$ cat src/rtl/ahb_wr_snoop_fifo_if.sv
// rtl/ahb_wr_snoop_fifo_if.sv - snooped AHB-lite write signals and event stream bundle
interface ahb_wr_snoop_fifo_if #(
   parameter int LVL_W = 4
);
   logic             snoop_en;
   logic [1:0]       ahb_xx_htrans;
   logic             ahb_xx_hready;
   logic             ahb_xx_hwrite;
   logic [31:0]      ahb_xx_haddr;
   logic [2:0]       ahb_xx_hsize;
   logic [31:0]      ahb_xx_hwdata;
   logic             evt_vld;
   logic [31:0]      evt_addr;
   logic [31:0]      evt_data;
   logic [2:0]       evt_size;
   logic             evt_rdy;
   logic [LVL_W-1:0] level;
   logic             ovf;
   logic [15:0]      ovf_cnt;

   modport slave (
      input  snoop_en, ahb_xx_htrans, ahb_xx_hready, ahb_xx_hwrite,
             ahb_xx_haddr, ahb_xx_hsize, ahb_xx_hwdata, evt_rdy,
      output evt_vld, evt_addr, evt_data, evt_size, level, ovf, ovf_cnt
   );

   modport master (
      output snoop_en, ahb_xx_htrans, ahb_xx_hready, ahb_xx_hwrite,
             ahb_xx_haddr, ahb_xx_hsize, ahb_xx_hwdata, evt_rdy,
      input  evt_vld, evt_addr, evt_data, evt_size, level, ovf, ovf_cnt
   );
endinterface

$ cat src/rtl/ahb_wr_snoop_fifo.sv
// rtl/ahb_wr_snoop_fifo.sv - passive AHB-lite write snooper feeding a FWFT event FIFO
module ahb_wr_snoop_fifo #(
   parameter logic [31:0] ADDR_LO = 32'h2000_7c50,
   parameter logic [31:0] ADDR_HI = 32'h2000_7c9c,
   parameter int          DEPTH   = 8,
   parameter int          LVL_W   = 4
) (
   input  logic              sysclk,
   input  logic              sysrst,
   ahb_wr_snoop_fifo_if.slave bus
);
   localparam int PTR_W = (DEPTH > 1) ? $clog2(DEPTH) : 1;

   logic              pend_vld;
   logic [31:0]       pend_addr;
   logic [2:0]        pend_size;

   logic [31:0]       mem_addr [DEPTH];
   logic [31:0]       mem_data [DEPTH];
   logic [2:0]        mem_size [DEPTH];
   logic [PTR_W-1:0]  wr_ptr;
   logic [PTR_W-1:0]  rd_ptr;
   logic [LVL_W-1:0]  count;
   logic              ovf_r;
   logic [15:0]       ovf_cnt_r;

   logic addr_qual, push, pop, full, empty, push_ok, drop;

   assign addr_qual = bus.ahb_xx_hready
                    & (bus.ahb_xx_htrans inside {2'b10, 2'b11})
                    & bus.ahb_xx_hwrite
                    & bus.snoop_en
                    & (bus.ahb_xx_haddr >= ADDR_LO)
                    & (bus.ahb_xx_haddr <= ADDR_HI);

   // A data phase completes on the first hready edge after its address phase.
   assign push    = pend_vld & bus.ahb_xx_hready;
   assign empty   = (count == '0);
   assign full    = (count == LVL_W'(DEPTH));
   assign pop     = ~empty & bus.evt_rdy;
   assign push_ok = push & (~full | pop);
   assign drop    = push & full & ~pop;

   always_ff @(posedge sysclk) begin
      if (sysrst) begin
         pend_vld  <= 1'b0;
         pend_addr <= '0;
         pend_size <= '0;
      end else if (bus.ahb_xx_hready) begin
         pend_vld <= addr_qual;
         if (addr_qual) begin
            pend_addr <= bus.ahb_xx_haddr;
            pend_size <= bus.ahb_xx_hsize;
         end
      end
   end

   always_ff @(posedge sysclk) begin
      if (push_ok) begin
         mem_addr[wr_ptr] <= pend_addr;
         mem_data[wr_ptr] <= bus.ahb_xx_hwdata;
         mem_size[wr_ptr] <= pend_size;
      end
   end

   always_ff @(posedge sysclk) begin
      if (sysrst) begin
         wr_ptr    <= '0;
         rd_ptr    <= '0;
         count     <= '0;
         ovf_r     <= 1'b0;
         ovf_cnt_r <= '0;
      end else begin
         if (push_ok) wr_ptr <= wr_ptr + PTR_W'(1);
         if (pop)     rd_ptr <= rd_ptr + PTR_W'(1);
         case ({push_ok, pop})
            2'b10:   count <= count + LVL_W'(1);
            2'b01:   count <= count - LVL_W'(1);
            default: count <= count;
         endcase
         if (drop) begin
            ovf_r <= 1'b1;
            if (ovf_cnt_r != 16'hffff) ovf_cnt_r <= ovf_cnt_r + 16'd1;
         end
      end
   end

   assign bus.evt_vld  = ~empty;
   assign bus.evt_addr = empty ? '0 : mem_addr[rd_ptr];
   assign bus.evt_data = empty ? '0 : mem_data[rd_ptr];
   assign bus.evt_size = empty ? '0 : mem_size[rd_ptr];
   assign bus.level    = count;
   assign bus.ovf      = ovf_r;
   assign bus.ovf_cnt  = ovf_cnt_r;
endmodule

$ cat src/flat_wrapper.sv
// flat-port wrapper written by rule: the top's interface ports become plain ports
module ahb_wr_snoop_fifo_flat 
#(
   parameter logic [31:0] ADDR_LO = 32'h2000_7c50,
   parameter logic [31:0] ADDR_HI = 32'h2000_7c9c,
   parameter int          DEPTH   = 8,
   parameter int          LVL_W   = 4
)
  (sysclk, sysrst, bus_snoop_en, bus_ahb_xx_htrans, bus_ahb_xx_hready, bus_ahb_xx_hwrite, bus_ahb_xx_haddr, bus_ahb_xx_hsize, bus_ahb_xx_hwdata, bus_evt_rdy, bus_evt_vld, bus_evt_addr, bus_evt_data, bus_evt_size, bus_level, bus_ovf, bus_ovf_cnt);
  ahb_wr_snoop_fifo_if #(.LVL_W(LVL_W)) bus_i ();
  input  logic sysclk;
  input  logic sysrst;
  input wire logic [$bits(bus_i.snoop_en)-1:0] bus_snoop_en;
  input wire logic [$bits(bus_i.ahb_xx_htrans)-1:0] bus_ahb_xx_htrans;
  input wire logic [$bits(bus_i.ahb_xx_hready)-1:0] bus_ahb_xx_hready;
  input wire logic [$bits(bus_i.ahb_xx_hwrite)-1:0] bus_ahb_xx_hwrite;
  input wire logic [$bits(bus_i.ahb_xx_haddr)-1:0] bus_ahb_xx_haddr;
  input wire logic [$bits(bus_i.ahb_xx_hsize)-1:0] bus_ahb_xx_hsize;
  input wire logic [$bits(bus_i.ahb_xx_hwdata)-1:0] bus_ahb_xx_hwdata;
  input wire logic [$bits(bus_i.evt_rdy)-1:0] bus_evt_rdy;
  output wire logic [$bits(bus_i.evt_vld)-1:0] bus_evt_vld;
  output wire logic [$bits(bus_i.evt_addr)-1:0] bus_evt_addr;
  output wire logic [$bits(bus_i.evt_data)-1:0] bus_evt_data;
  output wire logic [$bits(bus_i.evt_size)-1:0] bus_evt_size;
  output wire logic [$bits(bus_i.level)-1:0] bus_level;
  output wire logic [$bits(bus_i.ovf)-1:0] bus_ovf;
  output wire logic [$bits(bus_i.ovf_cnt)-1:0] bus_ovf_cnt;
  assign bus_i.snoop_en = bus_snoop_en;
  assign bus_i.ahb_xx_htrans = bus_ahb_xx_htrans;
  assign bus_i.ahb_xx_hready = bus_ahb_xx_hready;
  assign bus_i.ahb_xx_hwrite = bus_ahb_xx_hwrite;
  assign bus_i.ahb_xx_haddr = bus_ahb_xx_haddr;
  assign bus_i.ahb_xx_hsize = bus_ahb_xx_hsize;
  assign bus_i.ahb_xx_hwdata = bus_ahb_xx_hwdata;
  assign bus_i.evt_rdy = bus_evt_rdy;
  assign bus_evt_vld = bus_i.evt_vld;
  assign bus_evt_addr = bus_i.evt_addr;
  assign bus_evt_data = bus_i.evt_data;
  assign bus_evt_size = bus_i.evt_size;
  assign bus_level = bus_i.level;
  assign bus_ovf = bus_i.ovf;
  assign bus_ovf_cnt = bus_i.ovf_cnt;
  ahb_wr_snoop_fifo #(.ADDR_LO(ADDR_LO), .ADDR_HI(ADDR_HI), .DEPTH(DEPTH), .LVL_W(LVL_W)) u_core (.sysclk(sysclk), .sysrst(sysrst), .bus(bus_i));
endmodule
$ cat config.mk
export PLATFORM = sky130hd
export DESIGN_NAME = ahb_wr_snoop_fifo_flat
export DESIGN_NICKNAME = d
export VERILOG_FILES = /design/src/rtl/ahb_wr_snoop_fifo_if.sv /design/src/rtl/ahb_wr_snoop_fifo.sv /design/src/flat_wrapper.sv
export SDC_FILE = /design/constraint.sdc
export NUM_CORES = 1
export LEC_CHECK = 0
export ABC_AREA = 1
export ABC_CLOCK_PERIOD_IN_PS = 13600
export CAP_MARGIN = 20
export CELL_PAD_IN_SITES_DETAIL_PLACEMENT = 1
export CELL_PAD_IN_SITES_GLOBAL_PLACEMENT = 2
export CORE_AREA = 2 2 238 240
export DETAILED_ROUTE_END_ITERATION = 6
export DIE_AREA = 0 0 240 242
export HOLD_SLACK_MARGIN = 0.03
export PLACE_DENSITY_LB_ADDON = 0.1
export SLEW_MARGIN = 20
export SYNTH_ARGS = -nofsm -noshare
export SYNTH_HDL_FRONTEND = slang
export SYNTH_SLANG_ARGS = --single-unit
$ cat constraint.sdc
create_clock -name sysclk -period 13.6 [get_ports sysclk]
set_input_delay 2.72 -clock sysclk [delete_from_list [all_inputs] [get_ports sysclk]]
set_output_delay 2.72 -clock sysclk [all_outputs]
set_load 0.01 [all_outputs]
==> flow_summary_export.csv <==
group,metric,value,unit
run_status,status,"finished clean",
yosys,yosysUniqueCellTypes,36,
clocking,cts_resized,0,
die,die_h,242,µm
placed_design,dpl_cell_area,0.0259,mm²
pwr,peakVddDrop,0.121,mV
pwr,power.leakage,9.58,nW
finish,num-fill-cells,5733,
pwr,swShare,30.9,%
pwr,pwr-share-seq,38.5,%
routing,routedWlPerCell,21.4,µm
global_routing,grt_use_total,21.5,%
yosys,yosysWarnings,0,
setup_path,startpoint_type,"register",
setup_path,r2r_cells,7,
pwr,p_switching,0.00165,W
clocking,postCtsSetupBuffers,0,
setup_path,timing.rr.start,"u_core.bus.level[0]",
sta,slew_viol_final,0,
clocking,clock-sinks,602,
routing,vias,15600,
die,start_util,42.5,%
die,die_w,240,µm
finish,drive_above_1_share,7.16,%
setup_path,ff2ff_setup_slack,10.30,ns
finish,fin_nets,2167,
setup_path,crit_fanout,78,
min_path,hold_class,"reg2reg",
sta,fin_crit_sh,51.5,%
die,die_area,0.0581,mm²
die,fp-row-count,87,
clocking,htree_levels,3,
yosys,yosysMostFrequentCell,"edfxtp_1",
yosys,yosys_register_bits,602,
yosys,ys_seq_area_share,73.5,%
placed_design,routabilityCongestion,0.725,
routing,first_pass_iters,6,
global_routing,grt-ovfl-total,0,
yosys,synth_area_leaders,"edfxtp_1 68%, nor2_1 7.4%, o21ai_0 6.8%",
routing,drtIter0Drc,788,
clocking,insertion_delay,0.59,ns
routing,wl,61.9,mm
routing,via_per_inst,5.38,
clocking,cts_buffer_depth,3,
yosys,synth_async_sr_flop_share,0,%
placed_design,numPortBuffers,162,
yosys,synth.cell_area,0.0237,mm²
setup_path,critPathKind,"reg2out",
routing,ant_nets,0,
sta,fmax,143,MHz
pwr,internal_power,0.00369,W
yosys,synth_edf_count,536,
sta,finalSetupViolations,0,
sta,fin_setup_tns,0,ns
placed_design,dp_hpwl,31.6,mm
global_routing,grt_max_degree,100,
finish,stdcell_area,0.0282,mm²
finish,area_delta_synth_final,18.9,%
finish,n_antenna_cell,0,
sta,fin_crit,7.00,ns
pwr,combPwrFrac,27.5,%
clocking,numCtsBuffers,66,
setup_path,r2r_end,"u_core.mem_addr[3][2]",
global_routing,antenna_found_initial,1,
setup_path,crit_path_end,"bus_evt_data[3]",
setup_path,critPathCaptureType,"output pin",
die,core_area,0.0557,mm²
setup_path,crit_required,10.88,ns
global_routing,grt_pass1_vias,16600,
job,maxCapViolCount,0,
clocking,clk_root_buffer_cell,"clkbuf_16",
yosys,ys_top_cells_by_count,"536 x edfxtp_1, 469 x nor2_1, 321 x o21ai_0",
die,pin_count,164,
clocking,tritoncts,"done",
setup_path,worstPathArrival,4.28,ns
yosys,ys.flop_type,"edfxtp_1",
clocking,clk_pin_slew,0.06,ns
sta,hold_viol,0,
clocking,cts_hold_buffers,0,
pwr,power_density,190,mW/mm²
sta,rsz0062_at_grt,"no",
sta,relSlewSlack,27.3,%
sta,finClkSkew,0.0208,ns
yosys,synth_area_per_cell,12.1,µm²
global_routing,grt_pass1_wl,95.3,mm
yosys,netlist.area_leader.share,68.0,%
pwr,power.share.clock,34.0,%
routing,route.detailed.drc,0,
yosys,synth_cells,1957,
sta,tightest_slew,1.09,ns
yosys,syn-num-nets,2038,
yosys,yosys.area.top_type,"edfxtp_1",
## worst max-delay path: stages (launching register included)
cell and delay (ns):
dfxtp_4 0.70, buf_4 0.63, buf_4 0.81, o21ai_0 0.22
o22ai_1 0.20, o21ai_0 0.11, a31oi_1 0.33, clkdlybuf4s50_1 0.62
## power by group through the flow
stage / registers [W] / clock network, W / logic [W]
final: 0.00206 / 0.00182 / 0.00147
after global routing: 0.00206 / 0.00193 / 0.00164
after CTS: 0.00206 / 0.00186 / 0.00150
after detailed placement: 0.00210 / 0 / 0.00149
after global placement: 0.00210 / 0 / 0.00146
after floorplan: 0.00206 / 0 / 0.000864
## area by class of cell
cell class,instances,area [µm²],share of cell area [%]
flip-flops and latches,602,17400,61.9
multi-input cells,1163,5500,19.5
clock buffers,96,1980,7.03
repair buffers,183,1790,6.36
well taps,756,946,3.36
inverters,70,273,0.969
clock inverters,24,249,0.884
## layer usage
layer / global-route usage (%) / wire [µm] / up-vias
li1: - / - / 7294
met4: 6.16 / 1070 / 2
met3: 3.53 / 2440 / 69
met2: 38.0 / 31600 / 241
met5: 0 / 11 / -
met1: 27.1 / 26800 / 7970
## cells by family (layout without fill, tap and decap cells)
logic type / count (synthesis) / after routing / share of synthesized area, %
flip-flops: 602 / 602 / 73.5
buffers and inverters: 192 / 373 / 3.50
AO/OA/AOI/OAI: 531 / 531 / 12.1
adder cells (fa/ha/maj): 6 / 6 / 0.349
AND/OR/NAND/NOR: 622 / 622 / 10.3
XOR/XNOR: 4 / 4 / 0.148
## worst min path at each step
stage	slack (ns)	from	endpoint	cells after the start
4_1_cts	0.48	u_core.rd_ptr[2]	u_core.rd_ptr[2]	2
3_3_place_gp	0.45	u_core.rd_ptr[2]	u_core.rd_ptr[2]	2
2_1_floorplan	0.43	u_core.rd_ptr[2]	register	2
3_5_place_dp	0.47	u_core.bus.ovf	u_core.bus.ovf	2
6_report	0.48	u_core.bus.ovf	u_core.bus.ovf	2
5_1_grt	0.50	u_core.rd_ptr[0]	u_core.rd_ptr[0]	1
## metrics by stage
stage          hold slack, ns  utilization [%]  setup WS [ns]  power, W  instances
5_1_grt                 0.500             50.5           6.29   0.00562       2894
3_5_place_dp            0.470             46.5           7.13   0.00358       2774
4_1_cts                 0.479             50.5           6.48   0.00542       2894
3_3_place_gp            0.450             46.5           7.13   0.00356       2773
6_report                0.479             50.5           6.60   0.00534       2894
2_1_floorplan           0.433                -           7.06   0.00292       1957
## registers in the layout, summed over array words and instances, names as in the netlist, named ones only
signal / cells
u_core.mem_addr: 256
u_core.mem_data: 256
u_core.pend_addr: 32
u_core.mem_size: 24
u_core.bus.ovf_cnt: 16
u_core.bus.level: 4
u_core.pend_size: 3
u_core.rd_ptr: 3
u_core.wr_ptr: 3
u_core.bus.ovf: 1
u_core.pend_vld: 1
## cell usage in the layout, fill, tap and decap left out, types with 2 or more instances in the layout
master	Yosys	final
buf_4	12	20
clkinv_2	1	8
nand2_2	2	3
xor2_1	3	3
clkinv_1	2	10
clkdlybuf4s50_1	0	162
bufinv_16	0	5
nor3_1	7	7
dfxtp_4	0	2
o21ai_1	32	32
clkbuf_16	0	70
inv_4	0	2
o22ai_1	67	67
clkbuf_8	0	13
nor2_4	1	9
a21oi_1	34	34
nand3_1	28	28
edfxtp_1	536	536
nor2_1	469	461
inv_1	66	65
nor3_2	2	2
ha_1	5	5
a21oi_2	7	7
dfxtp_1	66	64
nand2_1	98	97
nand4_1	7	7
clkbuf_1	66	13
o21ai_0	321	321
nor2_2	4	4
a31oi_1	68	68
Power figures use the tool's default switching activity.
